==> src/rtl/ps2_host_transmitter_if.sv <==
// Core-side command handshake plus the shared PS/2 pin levels and open-drain enables.
// No logic; carries the byte request, the pin sense lines, the line controls and the status pulses.
// master = core/board side, slave = the transmitter.
interface ps2_host_transmitter_if;
  logic [7:0] tx_data;
  logic       tx_valid;
  logic       tx_ready;
  logic       ps2_clock_in;
  logic       ps2_data_in;
  logic       ps2_clock_oe;
  logic       ps2_data_oe;
  logic       busy;
  logic       done;
  logic       ack_error;
  logic       timeout;

  modport master (
    output tx_data, tx_valid, ps2_clock_in, ps2_data_in,
    input  tx_ready, ps2_clock_oe, ps2_data_oe, busy, done, ack_error, timeout
  );

  modport slave (
    input  tx_data, tx_valid, ps2_clock_in, ps2_data_in,
    output tx_ready, ps2_clock_oe, ps2_data_oe, busy, done, ack_error, timeout
  );
endinterface

==> src/rtl/ps2_host_transmitter.sv <==
// PS/2 host-to-device command sender: inhibit, start bit, 8 data + odd parity + stop, device ack check.
// Latency: clock held low INHIBIT_CYCLES after accept; data line follows each pin falling edge by 3 cycles.
// Backpressure: tx_ready only in IDLE; tx_valid outside IDLE is dropped, never queued.
module ps2_host_transmitter #(
  parameter int INHIBIT_CYCLES = 5000,
  parameter int TIMEOUT_CYCLES = 750000
) (
  input logic                   clock,
  input logic                   reset_n,
  ps2_host_transmitter_if.slave bus
);

  localparam int CNT_MAX = (INHIBIT_CYCLES > TIMEOUT_CYCLES) ? INHIBIT_CYCLES : TIMEOUT_CYCLES;
  localparam int CNT_W   = $clog2(CNT_MAX + 1);
  localparam logic [CNT_W-1:0] INH_LAST = CNT_W'(INHIBIT_CYCLES - 1);
  localparam logic [CNT_W-1:0] TMO_LAST = CNT_W'(TIMEOUT_CYCLES - 1);

  typedef enum logic [2:0] {
    S_IDLE,
    S_INHIBIT,
    S_START,
    S_SEND,
    S_ACK,
    S_RELEASE
  } state_t;

  state_t           r_state;
  state_t           w_state_nxt;

  logic [1:0]       r_clk_sync;
  logic [1:0]       r_dat_sync;
  logic             r_clk_prev;
  logic             w_clk_s;
  logic             w_dat_s;
  logic             w_fall;

  // {stop, parity, d7..d0}; shifted right once per device falling edge
  logic [9:0]       r_frame;
  logic [9:0]       w_frame_nxt;
  logic [3:0]       r_bit;
  logic [3:0]       w_bit_nxt;
  logic [CNT_W-1:0] r_cnt;
  logic [CNT_W-1:0] w_cnt_nxt;
  logic             r_ack_ok;
  logic             w_ack_ok_nxt;

  logic             r_clock_oe;
  logic             w_clock_oe_nxt;
  logic             r_data_oe;
  logic             w_data_oe_nxt;
  logic             r_done;
  logic             w_done_nxt;
  logic             r_ack_err;
  logic             w_ack_err_nxt;
  logic             r_timeout;
  logic             w_timeout_nxt;

  logic             w_tx_ready;
  logic             w_tmo_hit;
  logic             w_abort;

  assign w_clk_s    = r_clk_sync[1];
  assign w_dat_s    = r_dat_sync[1];
  assign w_fall     = r_clk_prev & ~w_clk_s;
  assign w_tx_ready = (r_state == S_IDLE);
  assign w_tmo_hit  = (r_cnt == TMO_LAST);

  // Pin synchronizers and previous synced clock for falling-edge detection; idle lines read high.
  always_ff @(posedge clock or negedge reset_n) begin
    if (!reset_n) begin
      r_clk_sync <= 2'b11;
      r_dat_sync <= 2'b11;
      r_clk_prev <= 1'b1;
    end else begin
      r_clk_sync <= {r_clk_sync[0], bus.ps2_clock_in};
      r_dat_sync <= {r_dat_sync[0], bus.ps2_data_in};
      r_clk_prev <= w_clk_s;
    end
  end

  // State, datapath and registered line/pulse outputs; reset releases both lines immediately.
  always_ff @(posedge clock or negedge reset_n) begin
    if (!reset_n) begin
      r_state    <= S_IDLE;
      r_frame    <= '0;
      r_bit      <= '0;
      r_cnt      <= '0;
      r_ack_ok   <= 1'b0;
      r_clock_oe <= 1'b0;
      r_data_oe  <= 1'b0;
      r_done     <= 1'b0;
      r_ack_err  <= 1'b0;
      r_timeout  <= 1'b0;
    end else begin
      r_state    <= w_state_nxt;
      r_frame    <= w_frame_nxt;
      r_bit      <= w_bit_nxt;
      r_cnt      <= w_cnt_nxt;
      r_ack_ok   <= w_ack_ok_nxt;
      r_clock_oe <= w_clock_oe_nxt;
      r_data_oe  <= w_data_oe_nxt;
      r_done     <= w_done_nxt;
      r_ack_err  <= w_ack_err_nxt;
      r_timeout  <= w_timeout_nxt;
    end
  end

  // Next-state and next-output decode; the cycle counter restarts on every state entry and device edge.
  always_comb begin
    w_state_nxt    = r_state;
    w_frame_nxt    = r_frame;
    w_bit_nxt      = r_bit;
    w_cnt_nxt      = r_cnt + 1'b1;
    w_ack_ok_nxt   = r_ack_ok;
    w_clock_oe_nxt = 1'b0;
    w_data_oe_nxt  = r_data_oe;
    w_done_nxt     = 1'b0;
    w_ack_err_nxt  = 1'b0;
    w_timeout_nxt  = 1'b0;
    w_abort        = 1'b0;

    case (r_state)
      S_IDLE: begin
        w_cnt_nxt     = '0;
        w_data_oe_nxt = 1'b0;
        if (bus.tx_valid && w_tx_ready) begin
          w_frame_nxt    = {1'b1, ~^bus.tx_data, bus.tx_data};
          w_bit_nxt      = '0;
          w_ack_ok_nxt   = 1'b0;
          w_clock_oe_nxt = 1'b1;
          w_state_nxt    = S_INHIBIT;
        end
      end
      S_INHIBIT: begin
        w_clock_oe_nxt = 1'b1;
        if (r_cnt == INH_LAST) begin
          w_data_oe_nxt = 1'b1;
          w_cnt_nxt     = '0;
          w_state_nxt   = S_START;
        end
      end
      S_START: begin
        // start bit stays driven low; clock is handed to the device
        w_data_oe_nxt = 1'b1;
        w_cnt_nxt     = '0;
        w_state_nxt   = S_SEND;
      end
      S_SEND: begin
        if (w_fall) begin
          w_cnt_nxt     = '0;
          w_data_oe_nxt = ~r_frame[0];
          w_frame_nxt   = {1'b0, r_frame[9:1]};
          w_bit_nxt     = r_bit + 1'b1;
          if (r_bit == 4'd9) begin
            w_state_nxt = S_ACK;
          end
        end else if (w_tmo_hit) begin
          w_abort = 1'b1;
        end
      end
      S_ACK: begin
        if (w_fall) begin
          w_cnt_nxt   = '0;
          w_state_nxt = S_RELEASE;
          if (!w_dat_s) begin
            w_ack_ok_nxt = 1'b1;
          end else begin
            w_ack_err_nxt = 1'b1;
          end
        end else if (w_tmo_hit) begin
          w_abort = 1'b1;
        end
      end
      S_RELEASE: begin
        if (w_clk_s && w_dat_s) begin
          w_cnt_nxt   = '0;
          w_done_nxt  = r_ack_ok;
          w_state_nxt = S_IDLE;
        end else if (w_tmo_hit) begin
          w_abort = 1'b1;
        end
      end
      default: begin
        w_cnt_nxt   = '0;
        w_state_nxt = S_IDLE;
      end
    endcase

    // Abort releases both lines; after a failed ack the error already reported this frame,
    // so the timeout pulse is withheld to keep one outcome per byte.
    if (w_abort) begin
      w_state_nxt    = S_IDLE;
      w_cnt_nxt      = '0;
      w_clock_oe_nxt = 1'b0;
      w_data_oe_nxt  = 1'b0;
      w_timeout_nxt  = (r_state != S_RELEASE) || r_ack_ok;
    end
  end

  assign bus.tx_ready     = w_tx_ready;
  assign bus.busy         = ~w_tx_ready;
  assign bus.ps2_clock_oe = r_clock_oe;
  assign bus.ps2_data_oe  = r_data_oe;
  assign bus.done         = r_done;
  assign bus.ack_error    = r_ack_err;
  assign bus.timeout      = r_timeout;

endmodule

==> src/flat_wrapper.sv <==
// flat-port wrapper written by rule: the top's interface ports become plain ports
module ps2_host_transmitter_flat 
#(
  parameter int INHIBIT_CYCLES = 5000,
  parameter int TIMEOUT_CYCLES = 750000
)
  (clock, reset_n, bus_tx_data, bus_tx_valid, bus_ps2_clock_in, bus_ps2_data_in, bus_tx_ready, bus_ps2_clock_oe, bus_ps2_data_oe, bus_busy, bus_done, bus_ack_error, bus_timeout);
  ps2_host_transmitter_if bus_i ();
  input logic clock;
  input logic reset_n;
  input wire logic [$bits(bus_i.tx_data)-1:0] bus_tx_data;
  input wire logic [$bits(bus_i.tx_valid)-1:0] bus_tx_valid;
  input wire logic [$bits(bus_i.ps2_clock_in)-1:0] bus_ps2_clock_in;
  input wire logic [$bits(bus_i.ps2_data_in)-1:0] bus_ps2_data_in;
  output wire logic [$bits(bus_i.tx_ready)-1:0] bus_tx_ready;
  output wire logic [$bits(bus_i.ps2_clock_oe)-1:0] bus_ps2_clock_oe;
  output wire logic [$bits(bus_i.ps2_data_oe)-1:0] bus_ps2_data_oe;
  output wire logic [$bits(bus_i.busy)-1:0] bus_busy;
  output wire logic [$bits(bus_i.done)-1:0] bus_done;
  output wire logic [$bits(bus_i.ack_error)-1:0] bus_ack_error;
  output wire logic [$bits(bus_i.timeout)-1:0] bus_timeout;
  assign bus_i.tx_data = bus_tx_data;
  assign bus_i.tx_valid = bus_tx_valid;
  assign bus_i.ps2_clock_in = bus_ps2_clock_in;
  assign bus_i.ps2_data_in = bus_ps2_data_in;
  assign bus_tx_ready = bus_i.tx_ready;
  assign bus_ps2_clock_oe = bus_i.ps2_clock_oe;
  assign bus_ps2_data_oe = bus_i.ps2_data_oe;
  assign bus_busy = bus_i.busy;
  assign bus_done = bus_i.done;
  assign bus_ack_error = bus_i.ack_error;
  assign bus_timeout = bus_i.timeout;
  ps2_host_transmitter #(.INHIBIT_CYCLES(INHIBIT_CYCLES), .TIMEOUT_CYCLES(TIMEOUT_CYCLES)) u_core (.clock(clock), .reset_n(reset_n), .bus(bus_i));
endmodule
==> config.mk <==
export PLATFORM = sky130hd
export DESIGN_NAME = ps2_host_transmitter_flat
export DESIGN_NICKNAME = d
export VERILOG_FILES = /design/src/rtl/ps2_host_transmitter_if.sv /design/src/rtl/ps2_host_transmitter.sv /design/src/flat_wrapper.sv
export SDC_FILE = /design/constraint.sdc
export NUM_CORES = 1
export LEC_CHECK = 0
export CORE_MARGIN = 5
export CORE_UTILIZATION = 55
export DETAILED_ROUTE_END_ITERATION = 8
export GPL_TIMING_DRIVEN = 0
export PLACE_DENSITY = 0.86
export SLEW_MARGIN = 25
export SYNTH_ARGS = -nofsm -noshare
export SYNTH_HDL_FRONTEND = slang
export SYNTH_SLANG_ARGS = --single-unit
==> constraint.sdc <==
create_clock -name clock -period 5.38 [get_ports clock]
set_input_delay 1.345 -clock clock [delete_from_list [all_inputs] [get_ports clock]]
set_output_delay 1.345 -clock clock [all_outputs]
set_load 0.05 [all_outputs]
==> summary.md <==
| Metric | Value |
|---|---|
| Fillers | 348 |
| Total number of vias | 1870 |
| Row cnt | 24 |
| Per-cell routed wire length | 13.9 um |
| PnR Total Power | 0.615 mW |
| Outcome | finished clean |
| H-tree levels | 2 |
| Die width | 76.7 um |
| Core region area | 4320 um2 |
| Vias in the first global route | 1768 |
| Worst EP arrival | 2.18 ns |
| Top_reg_cell synth | dfrtp_1 |
| Total CTS buffers | 5 |
| Setup crit start kind | flip-flop |
| Simple-gate share of the synthesized area | 0.243 |
| Postcts setup bufs | 0 |
| Total track usage | 0.164 |
| Final worst path period need | 3.52 ns |
| Post-Route Utilization | 0.650 |
| Unrepaired setup endpoints after global routing | no |
| Synth-to-layout area growth | 14.7% |
| Die height | 76.7 um |
| Compound-cell area share of the yosys netlist | 0.0715 |
| CTS clk-pin slew, worst paths | 0.08 ns |
| PortBufs | 19 |
| Gate Count Post-Synth | 251 |
| # nets final | 294 |
| Post-synth EDFFs | 0 |
| CTS resizes | 0 |
| Synth Register Bits | 48 |
| Hold Buf Count CTS | 0 |
| Tcrit/Tclk final | 0.655 |
| DRT iter0 DRCs | 233 |
| Grt ovf | 0 |
| Yosys top cell by area | dfrtp_1 |
| Bufs on Longest Clock Path | 2 |
| Die ar. | 5890 um2 |
| Initial antenna violation count | 0 |
| Sequential fraction of the synthesis area | 0.493 |
| Boundary Pins | 20 |
| Max Cap Violations | 0 |
| Yosys warnings | 0 |
| Initial core utilization | 0.566 |
| Slew HR | 0.612 |
| Critical Path RT | 4.03 ns |
| Final Hold Violating Endpoints | 0 |
| 1st-pass router iterations | 4 |
| WL final | 4610 um |
| Diodes inserted | 0 |
| Post-synthesis mux area share | 0.0455 |
| Clock insertion delay at the later pin of the skew report | 0.30 ns |
| Syn nets | 267 |
| Tightest Pin Transition | 0.577 ns |
| Post-route DRC | 0 |
| Sink Count | 48 |
| Xor and xnor area share after synthesis | 0.0966 |
| CTS tree | yes |
| Final WS setup | 1.86 ns |
| Leak | 1.18 nW |
| Max VDD drop | 0.000119 V |
| Crit Path Max Fanout | 9 |
| GPL Wtd Cong | 0.868 |
| Most frequent cells in the layout | dfrtp_1 (43), nor2_1 (31), nand2_1 (30), clkdlybuf4s50_1 (18), xnor2_1 (14) |
| Post-Synth Adder-Cell Area | 0.0153 |
| Top cells by area, synth | dfrtp_1 (44%), dfstp_2 (5.4%), xnor2_1 (5.0%) |
| Fmax | 284 MHz |
| Placed Cells | 323 |
| Slew Limit Fails | 0 |
| Cell Pwr Density | 219 nW/um2 |
| Post-DP HPWL | 3440 um |
| Global-route wire length before repair | 7890 um |
| Hold Path Class | flip-flop to flip-flop |
| Drt via density | 5.65 |
| Largest net degree at the start of global routing | 27 |
| Root Driver | clkbuf_8 |
| Largest family of logic cells by synthesized area | simple AND/OR/NAND/NOR gates |
| Endpoint class of the critical path | primary output |
| Crit path kind | flip-flop to primary output |
| Clock Skew | 0.00979 ns |
| Final Non-Filler Cells | 331 |
| Setup TNS | 0 ns |
| Commonest non-fill, non-tap cell in the layout | dfrtp_1 |
| Final ANT Viol Nets | 0 |
| Post-Syn Area per Cell | 9.76 um2 |
| Netlist Area Pre-Place | 2450 um2 |
| Post-Place Setup Slack | 2.18 ns |
| # setup viols final | 0 |
| Top cell type's share of synthesized area | 0.439 |
| Async S/R FF share, synth | 1.00 |
| Unique masters post-synth | 40 |
| Ratio of cells with drive above 1 in the final layout | 0.0932 |
## synth_stat cells (4+ instances only)
cell type,count
inv_1,7
nand2_1,30
nor4_1,4
nor2_1,31
nor3_1,5
xor2_1,13
xnor2_1,14
nand4_1,7
nor2b_1,4
nand3_1,13
a21oi_1,7
o21ai_0,13
dfstp_2,5
mux2i_1,10
dfrtp_1,43
## worst max-delay path: stages, from the launching register on
cell and delay, ns:
dfrtp_1 0.36, buf_2 0.16, or3_1 0.42, inv_1 0.11, clkdlybuf4s50_1 0.82
## path summary, 6_finish.rpt
check                                startpoint              endpoint  slack, ns  depth (start not counted)
max in group asynchronous               reset_n     u_core.r_clk_prev       3.78                          2
min in group asynchronous               reset_n      u_core.r_cnt[13]       1.01                          1
min                        u_core.r_clk_sync[0]  u_core.r_clk_sync[1]       0.36                          0
max                           u_core.r_state[1]          bus_tx_ready       1.86                          4
max reg2reg                   u_core.r_state[2]     u_core.r_frame[3]       3.30                          7
min reg2reg                u_core.r_clk_sync[0]  u_core.r_clk_sync[1]       0.36                          0
## power breakdown
part	internal, mW	switching (mW)
Clock	0.105	0.113
Combinational	0.0166	0.0150
Sequential	0.364	0.00176
Total	0.485	0.130
## area by class of cell
cell class | count | area (um2) | area share
sequential | 48 | 1210 | 0.430
multi-input combinational | 187 | 1150 | 0.411
timing repair buffer | 20 | 205 | 0.0731
clock buffer | 8 | 90.1 | 0.0321
tap | 52 | 65.1 | 0.0232
buffer | 9 | 60.1 | 0.0214
inverter | 7 | 26.3 | 0.00935
## stage by stage
stage / hold slack, ns / cell area [um2]
final: 0.359 / 2810
after global routing: 0.367 / 2810
after CTS: 0.360 / 2810
after detailed placement: 0.348 / 2720
after global placement: 0.347 / 2700
after floorplan: 0.345 / 2450
## per-layer routing
metal	vias to the layer above	track usage	wire, um
met5	-	0	0
met4	0	0.0647	82
met3	9	0.0351	235
met2	49	0.254	2160
met1	896	0.225	2130
li1	916	-	-
## cells by family (layout without fill, tap and decap cells)
logic type               count (synthesis)  count (layout)
flip-flops                              48              48
adder cells (fa/ha/maj)                  3               3
buffers and inverters                   16              44
XOR/XNOR                                27              27
multiplexers                            11              11
AO/OA/AOI/OAI                           30              30
AND/OR/NAND/NOR                        116             116
## sequential cells by signal (all words and copies together), names as in the netlist
register	count
u_core.bus.done	1
u_core.r_dat_sync	2
u_core.r_cnt	20
u_core.r_bit	4
u_core.bus.ack_error	1
u_core.bus.ps2_clock_oe	1
u_core.r_clk_prev	1
u_core.r_state	3
u_core.r_clk_sync	2
u_core.bus.ps2_data_oe	1
u_core.r_frame	10
u_core.bus.timeout	1
u_core.r_ack_ok	1
Note: power is estimated with default switching activity, not from simulation.
